--- src/rtl/pwm_led_pkg.sv ---
// pwm_led_pkg: shared constants for the multi-channel PWM LED driver.
//   Register addresses on the peripheral bus and CTRL bit positions.
package pwm_led_pkg;

   // Register map. Duty shadows occupy ADDR_DUTY0 .. ADDR_DUTY0+7.
   localparam int unsigned ADDR_DUTY0    = 32'h0;
   localparam int unsigned ADDR_TOP      = 32'h8;
   localparam int unsigned ADDR_PRESCALE = 32'h9;
   localparam int unsigned ADDR_CTRL     = 32'hA;
   localparam int unsigned ADDR_POL      = 32'hB;
   localparam int unsigned ADDR_STEP     = 32'hC;
   localparam int unsigned ADDR_CNT      = 32'hD;
   localparam int unsigned ADDR_SEL      = 32'hE;

   // CTRL register bit indices.
   localparam int unsigned CTRL_EN   = 0;
   localparam int unsigned CTRL_FADE = 1;

   localparam int unsigned MAX_CHANNELS = 8;

endpackage

--- src/rtl/pwm_led_channel.sv ---
// pwm_led_channel: one PWM output lane.
//   Holds the bus-written duty shadow, the active duty used for compare,
//   the fade-toward-target arithmetic and the registered output pin.
// Ports:
//   clk_i, rst_i     clock, asynchronous active-high reset
//   wr_i, wdata_i    shadow write strobe and data
//   boundary_i       period boundary (counter wrap on a tick)
//   en_i, fade_i     CTRL enable / fade mode
//   step_i           fade increment per period
//   cnt_i            shared period counter
//   pol_i            1 = inverted output
//   shadow_o         shadow duty readback
//   active_o         active duty readback
//   pin_o            registered PWM output
module pwm_led_channel
   import pwm_led_pkg::*;
#(
   parameter int BITS = 16
) (
   input  logic            clk_i,
   input  logic            rst_i,
   input  logic            wr_i,
   input  logic [BITS-1:0] wdata_i,
   input  logic            boundary_i,
   input  logic            en_i,
   input  logic            fade_i,
   input  logic [BITS-1:0] step_i,
   input  logic [BITS-1:0] cnt_i,
   input  logic            pol_i,
   output logic [BITS-1:0] shadow_o,
   output logic [BITS-1:0] active_o,
   output logic            pin_o
);

   logic [BITS-1:0] shadow_q;
   logic [BITS-1:0] active_q, active_d;
   logic            pin_q, pin_d;

   // Fade moves by at most STEP and lands exactly on the target; the
   // difference is taken in the direction that cannot wrap.
   always_comb begin
      active_d = active_q;
      if (!en_i) begin
         active_d = shadow_q;
      end else if (boundary_i) begin
         if (!fade_i || (step_i == '0)) begin
            active_d = shadow_q;
         end else if (shadow_q > active_q) begin
            active_d = ((shadow_q - active_q) > step_i) ? (active_q + step_i) : shadow_q;
         end else begin
            active_d = ((active_q - shadow_q) > step_i) ? (active_q - step_i) : shadow_q;
         end
      end
   end

   // Disabled lanes sit at their inactive level, which is the polarity bit.
   always_comb begin
      pin_d = pol_i;
      if (en_i) pin_d = (cnt_i < active_q) ^ pol_i;
   end

   always_ff @(posedge clk_i or posedge rst_i) begin
      if (rst_i) begin
         shadow_q <= '0;
         active_q <= '0;
         pin_q    <= 1'b0;
      end else begin
         if (wr_i) shadow_q <= wdata_i;
         active_q <= active_d;
         pin_q    <= pin_d;
      end
   end

   assign shadow_o = shadow_q;
   assign active_o = active_q;
   assign pin_o    = pin_q;

endmodule

--- src/rtl/pwm_led_multi.sv ---
// pwm_led_multi: parametrised multi-channel PWM LED driver.
//   Bus register file, clock prescaler and shared period counter; one
//   pwm_led_channel per output.
// Ports:
//   CLK, RST   clock, asynchronous active-high reset
//   ADDRESS    register select
//   DATA_IN    write data
//   DATA_OUT   combinational readback of the addressed register
//   WR         single-cycle write strobe
//   PINS       registered PWM outputs, bit n = channel n
module pwm_led_multi
   import pwm_led_pkg::*;
#(
   parameter int BITS         = 16,
   parameter int ADDRESS_BITS = 4,
   parameter int CHANNELS     = 3
) (
   input  logic                    CLK,
   input  logic                    RST,
   input  logic [ADDRESS_BITS-1:0] ADDRESS,
   input  logic [BITS-1:0]         DATA_IN,
   output logic [BITS-1:0]         DATA_OUT,
   input  logic                    WR,
   output logic [CHANNELS-1:0]     PINS
);

   localparam logic [BITS-1:0] ONE = {{(BITS-1){1'b0}}, 1'b1};

   logic [31:0]         addr;
   logic [BITS-1:0]     top_q, prescale_q, step_q;
   logic                en_q, fade_q;
   logic [CHANNELS-1:0] pol_q;
   logic [2:0]          sel_q;
   logic [BITS-1:0]     pcnt_q, pcnt_d;
   logic [BITS-1:0]     cnt_q, cnt_d;
   logic                tick, boundary;

   logic [CHANNELS-1:0]           duty_wr;
   logic [CHANNELS-1:0][BITS-1:0] shadow, active;

   // Full-width compare so aliases above 0xF never hit a register.
   assign addr = 32'(ADDRESS);

   always_ff @(posedge CLK or posedge RST) begin
      if (RST) begin
         top_q      <= '0;
         prescale_q <= '0;
         step_q     <= '0;
         en_q       <= 1'b0;
         fade_q     <= 1'b0;
         pol_q      <= '0;
         sel_q      <= '0;
      end else if (WR) begin
         case (addr)
            ADDR_TOP:      top_q      <= DATA_IN;
            ADDR_PRESCALE: prescale_q <= DATA_IN;
            ADDR_STEP:     step_q     <= DATA_IN;
            ADDR_POL:      pol_q      <= DATA_IN[CHANNELS-1:0];
            ADDR_SEL:      sel_q      <= DATA_IN[2:0];
            ADDR_CTRL: begin
               en_q   <= DATA_IN[CTRL_EN];
               fade_q <= DATA_IN[CTRL_FADE];
            end
            default: ;
         endcase
      end
   end

   // >= rather than == so a TOP/PRESCALE lowered below the running count
   // wraps on the next tick instead of running to 2^BITS.
   assign tick     = en_q && (pcnt_q >= prescale_q);
   assign boundary = tick && (cnt_q >= top_q);

   always_comb begin
      pcnt_d = pcnt_q;
      cnt_d  = cnt_q;
      if (!en_q) begin
         pcnt_d = '0;
         cnt_d  = '0;
      end else if (tick) begin
         pcnt_d = '0;
         cnt_d  = boundary ? '0 : (cnt_q + ONE);
      end else begin
         pcnt_d = pcnt_q + ONE;
      end
   end

   always_ff @(posedge CLK or posedge RST) begin
      if (RST) begin
         pcnt_q <= '0;
         cnt_q  <= '0;
      end else begin
         pcnt_q <= pcnt_d;
         cnt_q  <= cnt_d;
      end
   end

   for (genvar g = 0; g < CHANNELS; g++) begin : g_ch
      assign duty_wr[g] = WR && (addr == 32'(ADDR_DUTY0 + g));

      pwm_led_channel #(.BITS(BITS)) u_ch (
         .clk_i      (CLK),
         .rst_i      (RST),
         .wr_i       (duty_wr[g]),
         .wdata_i    (DATA_IN),
         .boundary_i (boundary),
         .en_i       (en_q),
         .fade_i     (fade_q),
         .step_i     (step_q),
         .cnt_i      (cnt_q),
         .pol_i      (pol_q[g]),
         .shadow_o   (shadow[g]),
         .active_o   (active[g]),
         .pin_o      (PINS[g])
      );
   end

   always_comb begin
      DATA_OUT = '0;
      case (addr)
         ADDR_TOP:      DATA_OUT = top_q;
         ADDR_PRESCALE: DATA_OUT = prescale_q;
         ADDR_STEP:     DATA_OUT = step_q;
         ADDR_CNT:      DATA_OUT = cnt_q;
         ADDR_CTRL: begin
            DATA_OUT[CTRL_EN]   = en_q;
            DATA_OUT[CTRL_FADE] = fade_q;
         end
         ADDR_POL:      DATA_OUT[CHANNELS-1:0] = pol_q;
         ADDR_SEL: begin
            for (int unsigned n = 0; n < CHANNELS; n++)
               if (32'(sel_q) == n) DATA_OUT = active[n];
         end
         default: begin
            // Unimplemented duty slots (n >= CHANNELS) fall through to 0.
            for (int unsigned n = 0; n < CHANNELS; n++)
               if (addr == ADDR_DUTY0 + n) DATA_OUT = shadow[n];
         end
      endcase
   end

endmodule

--- config.mk ---
export PLATFORM = sky130hd
export DESIGN_NAME = pwm_led_multi
export DESIGN_NICKNAME = d
export VERILOG_FILES = /design/src/rtl/pwm_led_pkg.sv /design/src/rtl/pwm_led_channel.sv /design/src/rtl/pwm_led_multi.sv
export SDC_FILE = /design/constraint.sdc
export NUM_CORES = 1
export LEC_CHECK = 0
export CAP_MARGIN = 5
export CORE_MARGIN = 3
export CORE_UTILIZATION = 52
export CTS_BUF_LIST = sky130_fd_sc_hd__clkbuf_16
export CTS_CLUSTER_SIZE = 14
export DETAILED_ROUTE_END_ITERATION = 6
export GPL_ROUTABILITY_DRIVEN = 0
export GPL_TIMING_DRIVEN = 0
export PLACE_DENSITY = 0.71
export SLEW_MARGIN = 20
export SYNTH_ARGS = -nofsm -noshare
export SYNTH_HDL_FRONTEND = slang
export SYNTH_HIERARCHICAL = 1
export SYNTH_SLANG_ARGS = --single-unit
--- constraint.sdc ---
create_clock -name CLK -period 4.6 [get_ports CLK]
set_input_delay 1.15 -clock CLK [delete_from_list [all_inputs] [get_ports CLK]]
set_output_delay 1.15 -clock CLK [all_outputs]
set_load 0.05 [all_outputs]
==> metrics.txt, run 1 <==
Synth async-reset ratio 1.00; die area 0.0458 mm^2; most common cell in the netlist ha_1; pins over their slew limit 0; initial antenna violation count 0; DR DRC count 24; GRT overflow 0; Tmin final 4.91 ns; Sink Count 187; syn avg cell area 8.23 um^2; CP Max Fanout 5; Setup violations, final 42; unique cell type count in the Yosys netlist 104; Total Routed Length 86.9 mm; Post-synth EDFFs 0; warnings from Yosys 6; number of max-cap violations 0; Slew Limit Headroom 0.280; via count 23400; synthesized area 0.0225 mm^2; synth cell count leaders 355 x ha_1, 247 x inv_1, 240 x nand2_1; First-pass DRT Iterations 7; fin cells 3492; period utilization 1.07; Seq/Total Area, Yosys 0.208; crit start category flop; CTS Hold Bufs 0; nets 3292; HPWL Detailed 63.1 mm; clock-pin slew on the worst setup and hold paths 0.09 ns; largest net degree at the start of global routing 46; Max Clock Skew 0.0177 ns; I/O pin count 42; critical path required time 4.98 ns; R2R setup slack -0.31 ns; vias in the first global route 22000; Worst Setup End Kind flop; antenna violation net count after detailed routing 0; Synth Net Count 3124; Die W 214 um; Peak Freq 0.204 GHz; Clock Tree Buf Depth 2; Synth Flop Type dfrtp_1; number of buffers created by CTS 17; total number of H-tree levels 4; share of layout cells above drive strength 1 0.181; Fin. Hold Viols 0; complex-gate fraction of the synthesized area 0.253; GRT Overall Usage 0.355; # rows 75; RSZ-0062 raised after global routing yes; Die Y 214 um; CP Class reg -> reg; initial core utilization 0.532; HP Class reg -> reg; wire length of the first global-routing pass 127 mm; worst setup margin -0.310 ns; Synth-to-Final Area Change 16.6%; Starting DRT DRC Count 3010; post-synthesis mux area share 0.0398; average wire per cell in the routed design 24.9 um; # diodes 0; clock latency on the worst-skew pair 0.46 ns; worst-margin pin slew 1.08 ns; failing checks design-rule violations, negative setup slack; Adder-Cell Fraction of Synth Area 0.208; Synth area leader dfrtp_1; post-synthesis xor/xnor area fraction 0.0471; CP Data Arrival Time 5.29 ns; CTS tree done; DP Cell Count 3351; Via density 6.70; synth top area cells dfrtp_1 21%, ha_1 20%, a21oi_1 4.2%; Buffers on Ports 39; core area 0.0423 mm^2; Synth top area share 0.208; #FFs+latches synth 187; Filler cells 3585; Mapped Cells 2734; outcome finished, violations left; largest family of logic cells by synthesized area compound AO/OA/AOI/OAI gates; post-synthesis simple-gate area fraction 0.175; root buf cell clkbuf_16
==> through the flow <==
step                TNS (ns)  setup WS [ns]  area (um^2)  hold WS, ns  utilization
finish                 -6.18         -0.310        26200        0.512        0.620
global route          -12.69         -0.444        26200        0.539        0.620
CTS                    -5.05         -0.400        25300        0.515        0.598
detailed placement    -35.56         -0.825        23700        0.504        0.559
global placement      -68.57         -0.798        23600        0.501        0.558
floorplan            -0.0441        -0.0441        22500        0.446            -
==> layout make-up <==
| cell class | instances | area [um^2] | share of cell area |
|---|---|---|---|
| multi-input cells | 2182 | 17200 | 0.656 |
| flip-flops and latches | 187 | 4710 | 0.179 |
| repair buffers | 151 | 1380 | 0.0525 |
| inverters | 247 | 945 | 0.0360 |
| well taps | 577 | 722 | 0.0275 |
| plain buffers | 116 | 646 | 0.0246 |
| clock buffers | 17 | 425 | 0.0162 |
| clock inverters | 15 | 196 | 0.00748 |
==> cell usage in the layout (no fill, tap or decap), drive strengths merged, types with 63 or more instances in the layout <==
cell type / Yosys / routed
nand4: 63 / 63
a21oi: 194 / 194
ha: 355 / 355
clkbuf: 60 / 77
buf: 59 / 170
nand2: 243 / 243
nor2: 171 / 171
xnor2: 77 / 77
dfrtp: 187 / 187
inv: 247 / 256
o21ai: 203 / 204
==> worst max-delay path, stage by stage (launching register included) <==
cell and delay, ns:
dfrtp_2 0.42, inv_2 0.08, ha_4 0.14, inv_2 0.04
fa_2 0.33, a21o_1 0.18, a21oi_2 0.16, o21bai_1 0.10
a211o_1 0.36, a31oi_4 0.19, a21oi_2 0.09, a21o_1 0.17
a21oi_2 0.12, xnor2_1 0.08, ha_1 0.30, nand4_1 0.16
or4_4 0.50, or3_4 0.42, and3_4 0.23, o21ai_4 0.22
buf_12 0.16, a211o_1 0.17, o21ai_2 0.07, a2bb2oi_2 0.15
==> flip-flops by register name (all words and copies together) (netlist names) <==
name / cells
cnt_q: 16
en_q: 1
fade_q: 1
g_ch.u_ch/active_o: 48
g_ch.u_ch/pin_o: 3
g_ch.u_ch/shadow_o: 48
pcnt_q: 16
pol_q: 3
prescale_q: 16
sel_q: 3
step_q: 16
top_q: 16
==> worst paths after layout <==
path,startpoint,to,cells after the start
min reg2reg,pcnt_q[0],pcnt_q[0],1
max reg2reg,g_ch[0].u_ch/active_o[0],g_ch[0].u_ch/active_o[15],23
max,g_ch[0].u_ch/active_o[0],g_ch[0].u_ch/active_o[15],23
max in group asynchronous,RST,pcnt_q[15],3
min in group asynchronous,RST,prescale_q[2],2
min,pcnt_q[0],pcnt_q[0],1
==> metal layers <==
layer	track usage	wire [um]	vias to the layer above
met1	0.464	33100	11100
met4	0.185	5950	0
met3	0.0849	11000	360
li1	-	-	10300
met2	0.548	36800	1679
met5	0	0	-
==> logic make-up after synthesis <==
kind of cell,Yosys count
compound gates,815
simple gates,796
fa+ha+maj,367
buf+inv,366
flops,187
xor+xnor,121
mux,82
==> timing repair <==
item                                    in CTS  in global routing
buffers inserted                            63                 44
cloned                                       4                  2
gates resized for setup                    170                148
pin swaps                                   63                 93
endpoints found under the setup margin      64                 61
Power of run 1 is left out: the tool's default activity adds up to more than one toggle a clock period on the data nets, which glitch-free logic cannot reach.
==> run 2: changes to the inputs <==
Settings changed: ABC_CLOCK_PERIOD_IN_PS set to 4600, CORE_MARGIN 3 to 4.
==> run 2 against run 1 <==
The flow still finishes with violations (design-rule violations, negative setup slack). Register-to-register slack got worse by 0.07 ns. Setup slack got worse by 0.070 ns. Sequential share of layout area rose by 0.16 points. Cell area fell by 0.90%. Clock-buffer cell count did not move. Utilization fell by 0.56 points. Critical path depth fell by 2.
==> metrics.txt, run 2 (synthesis gave the netlist of run 1 again) <==
outcome finished, violations left; failing checks design-rule violations, negative setup slack; antenna violation net count after detailed routing 0; clock-pin slew on the worst setup and hold paths 0.08 ns; largest net degree at the start of global routing 57; DR DRC count 25; worst-margin pin slew 1.12 ns; leading cell type in the layout, fill and taps excluded ha_1; share of layout cells above drive strength 1 0.172; HPWL Detailed 62.9 mm; I/O pin count 42; cell chain of the critical path clkinvlp_4 > fa_2 > a21o_1 > a21oi_2 > o21bai_1 > a211o_1 > a31oi_4 > a21oi_2 > a21o_1 > a21oi_2 > xnor2_1 > ha_1 > nand4_1 > or4_4 > or3_4 > and3_4 > o21ai_4 > buf_12 > a211o_1 > o21ai_1 > a2bb2oi_1; initial core utilization 0.532; Buffers on Ports 39; CTS tree done; Critical-path top delay cell or4_4; Synth-to-Final Area Change 15.6%; critical path's most frequent cell a21oi_2; Clock Tree Buf Depth 2; # rows 75; average wire per cell in the routed design 24.6 um; Starting DRT DRC Count 3025; crit-path max cell delay 0.50 ns; Filler cells 3589; Die W 216 um; core area 0.0423 mm^2; Max Clock Skew 0.0140 ns; Peak Freq 0.201 GHz; Total Routed Length 85.7 mm; wire length of the first global-routing pass 126 mm; crit start category flop; via count 23100; hold_sp pcnt_q[0]; GRT Overall Usage 0.347; vias in the first global route 21800; pre-CTS setup slack -0.775 ns; Sink Count 187; First-pass DRT Iterations 7; clock latency on the worst-skew pair 0.45 ns; RSZ-0062 raised after global routing yes; Via density 6.61; root buf cell clkbuf_16; pins over their slew limit 0; initial antenna violation count 2; FF/Latch Area 0.00471 mm^2; most frequent cells in the layout 350 x ha_1, 237 x nand2_1, 225 x inv_1; CP Max Fanout 5; Slew Limit Headroom 0.250; number of buffers created by CTS 17; Die Y 216 um; GRT overflow 0; period utilization 1.08; total number of H-tree levels 4; CP Class reg -> reg; worst setup margin -0.380 ns; Fin. Hold Viols 0; Tmin final 4.98 ns; die area 0.0467 mm^2; HP Class reg -> reg; CP Data Arrival Time 5.34 ns; Multi-input gate area 0.0171 mm^2; nets 3285; Setup violations, final 29; Setup crit start g_ch[0].u_ch/shadow_o[1]; critical path required time 4.96 ns; number of max-cap violations 0; Worst Setup End Kind flop; R2R Path Start g_ch[0].u_ch/shadow_o[1]
## run 2: worst paths after layout
path                                              to  slack (ns)  depth (start not counted)
hold / removal                             pcnt_q[0]        0.52                          1
setup reg to reg           g_ch[0].u_ch/active_o[15]       -0.38                         21
hold reg to reg                            pcnt_q[0]        0.52                          1
setup / recovery           g_ch[0].u_ch/active_o[15]       -0.38                         21
min in group asynchronous                   sel_q[2]        1.38                          2
max in group asynchronous   g_ch[2].u_ch/active_o[0]        2.56                          2
## run 2: cell type report
| type | instances | share of cell area |
|---|---|---|
| buffer | 115 | 0.0242 |
| antenna | 2 | 0.000192 |
| clock buffer | 17 | 0.0164 |
| sequential | 187 | 0.181 |
| inverter | 247 | 0.0366 |
| clock inverter | 15 | 0.00707 |
| multi-input combinational | 2182 | 0.656 |
| timing repair buffer | 145 | 0.0509 |
| tap | 577 | 0.0278 |
## run 2: critical path: cells and delay by family, from the launching register on
| kind | cells | cell delay [ns] |
|---|---|---|
| AND/OR/NAND/NOR | 4 | 1.31 |
| flip-flops | 1 | 0.45 |
| buffers and inverters | 2 | 0.30 |
| adder cells (fa/ha/maj) | 2 | 0.70 |
| XOR/XNOR | 1 | 0.08 |
| AO/OA/AOI/OAI | 12 | 2.02 |
## run 2: repair_timing
item                       4_1_cts  5_1_grt
hold buffers                     0        0
gates cloned                     4        4
setup buffers                   52       47
gates resized for setup        152      133
pin swaps                       56       89
setup endpoints to repair       64       61
## run 2: metrics by stage
| step | TNS, ns | util | std cells | hold WS (ns) | instance area (um^2) |
|---|---|---|---|---|---|
| global route | -10.10 | 0.614 | 3485 | 0.537 | 26000 |
| finish | -4.57 | 0.615 | 3487 | 0.519 | 26000 |
| floorplan | -0.0441 | - | 2734 | 0.446 | 22500 |
| detailed placement | -34.10 | 0.559 | 3351 | 0.507 | 23700 |
| global placement | -72.23 | 0.558 | 3350 | 0.504 | 23600 |
| CTS | -4.91 | 0.595 | 3437 | 0.519 | 25200 |
## run 2: metal layers
layer | share of wire | track usage
met1 | 0.39 | 0.457
met5 | 0 | 0
met4 | 0.071 | 0.186
met3 | 0.12 | 0.0872
met2 | 0.42 | 0.524
Power of run 2 is left out for the same reason.
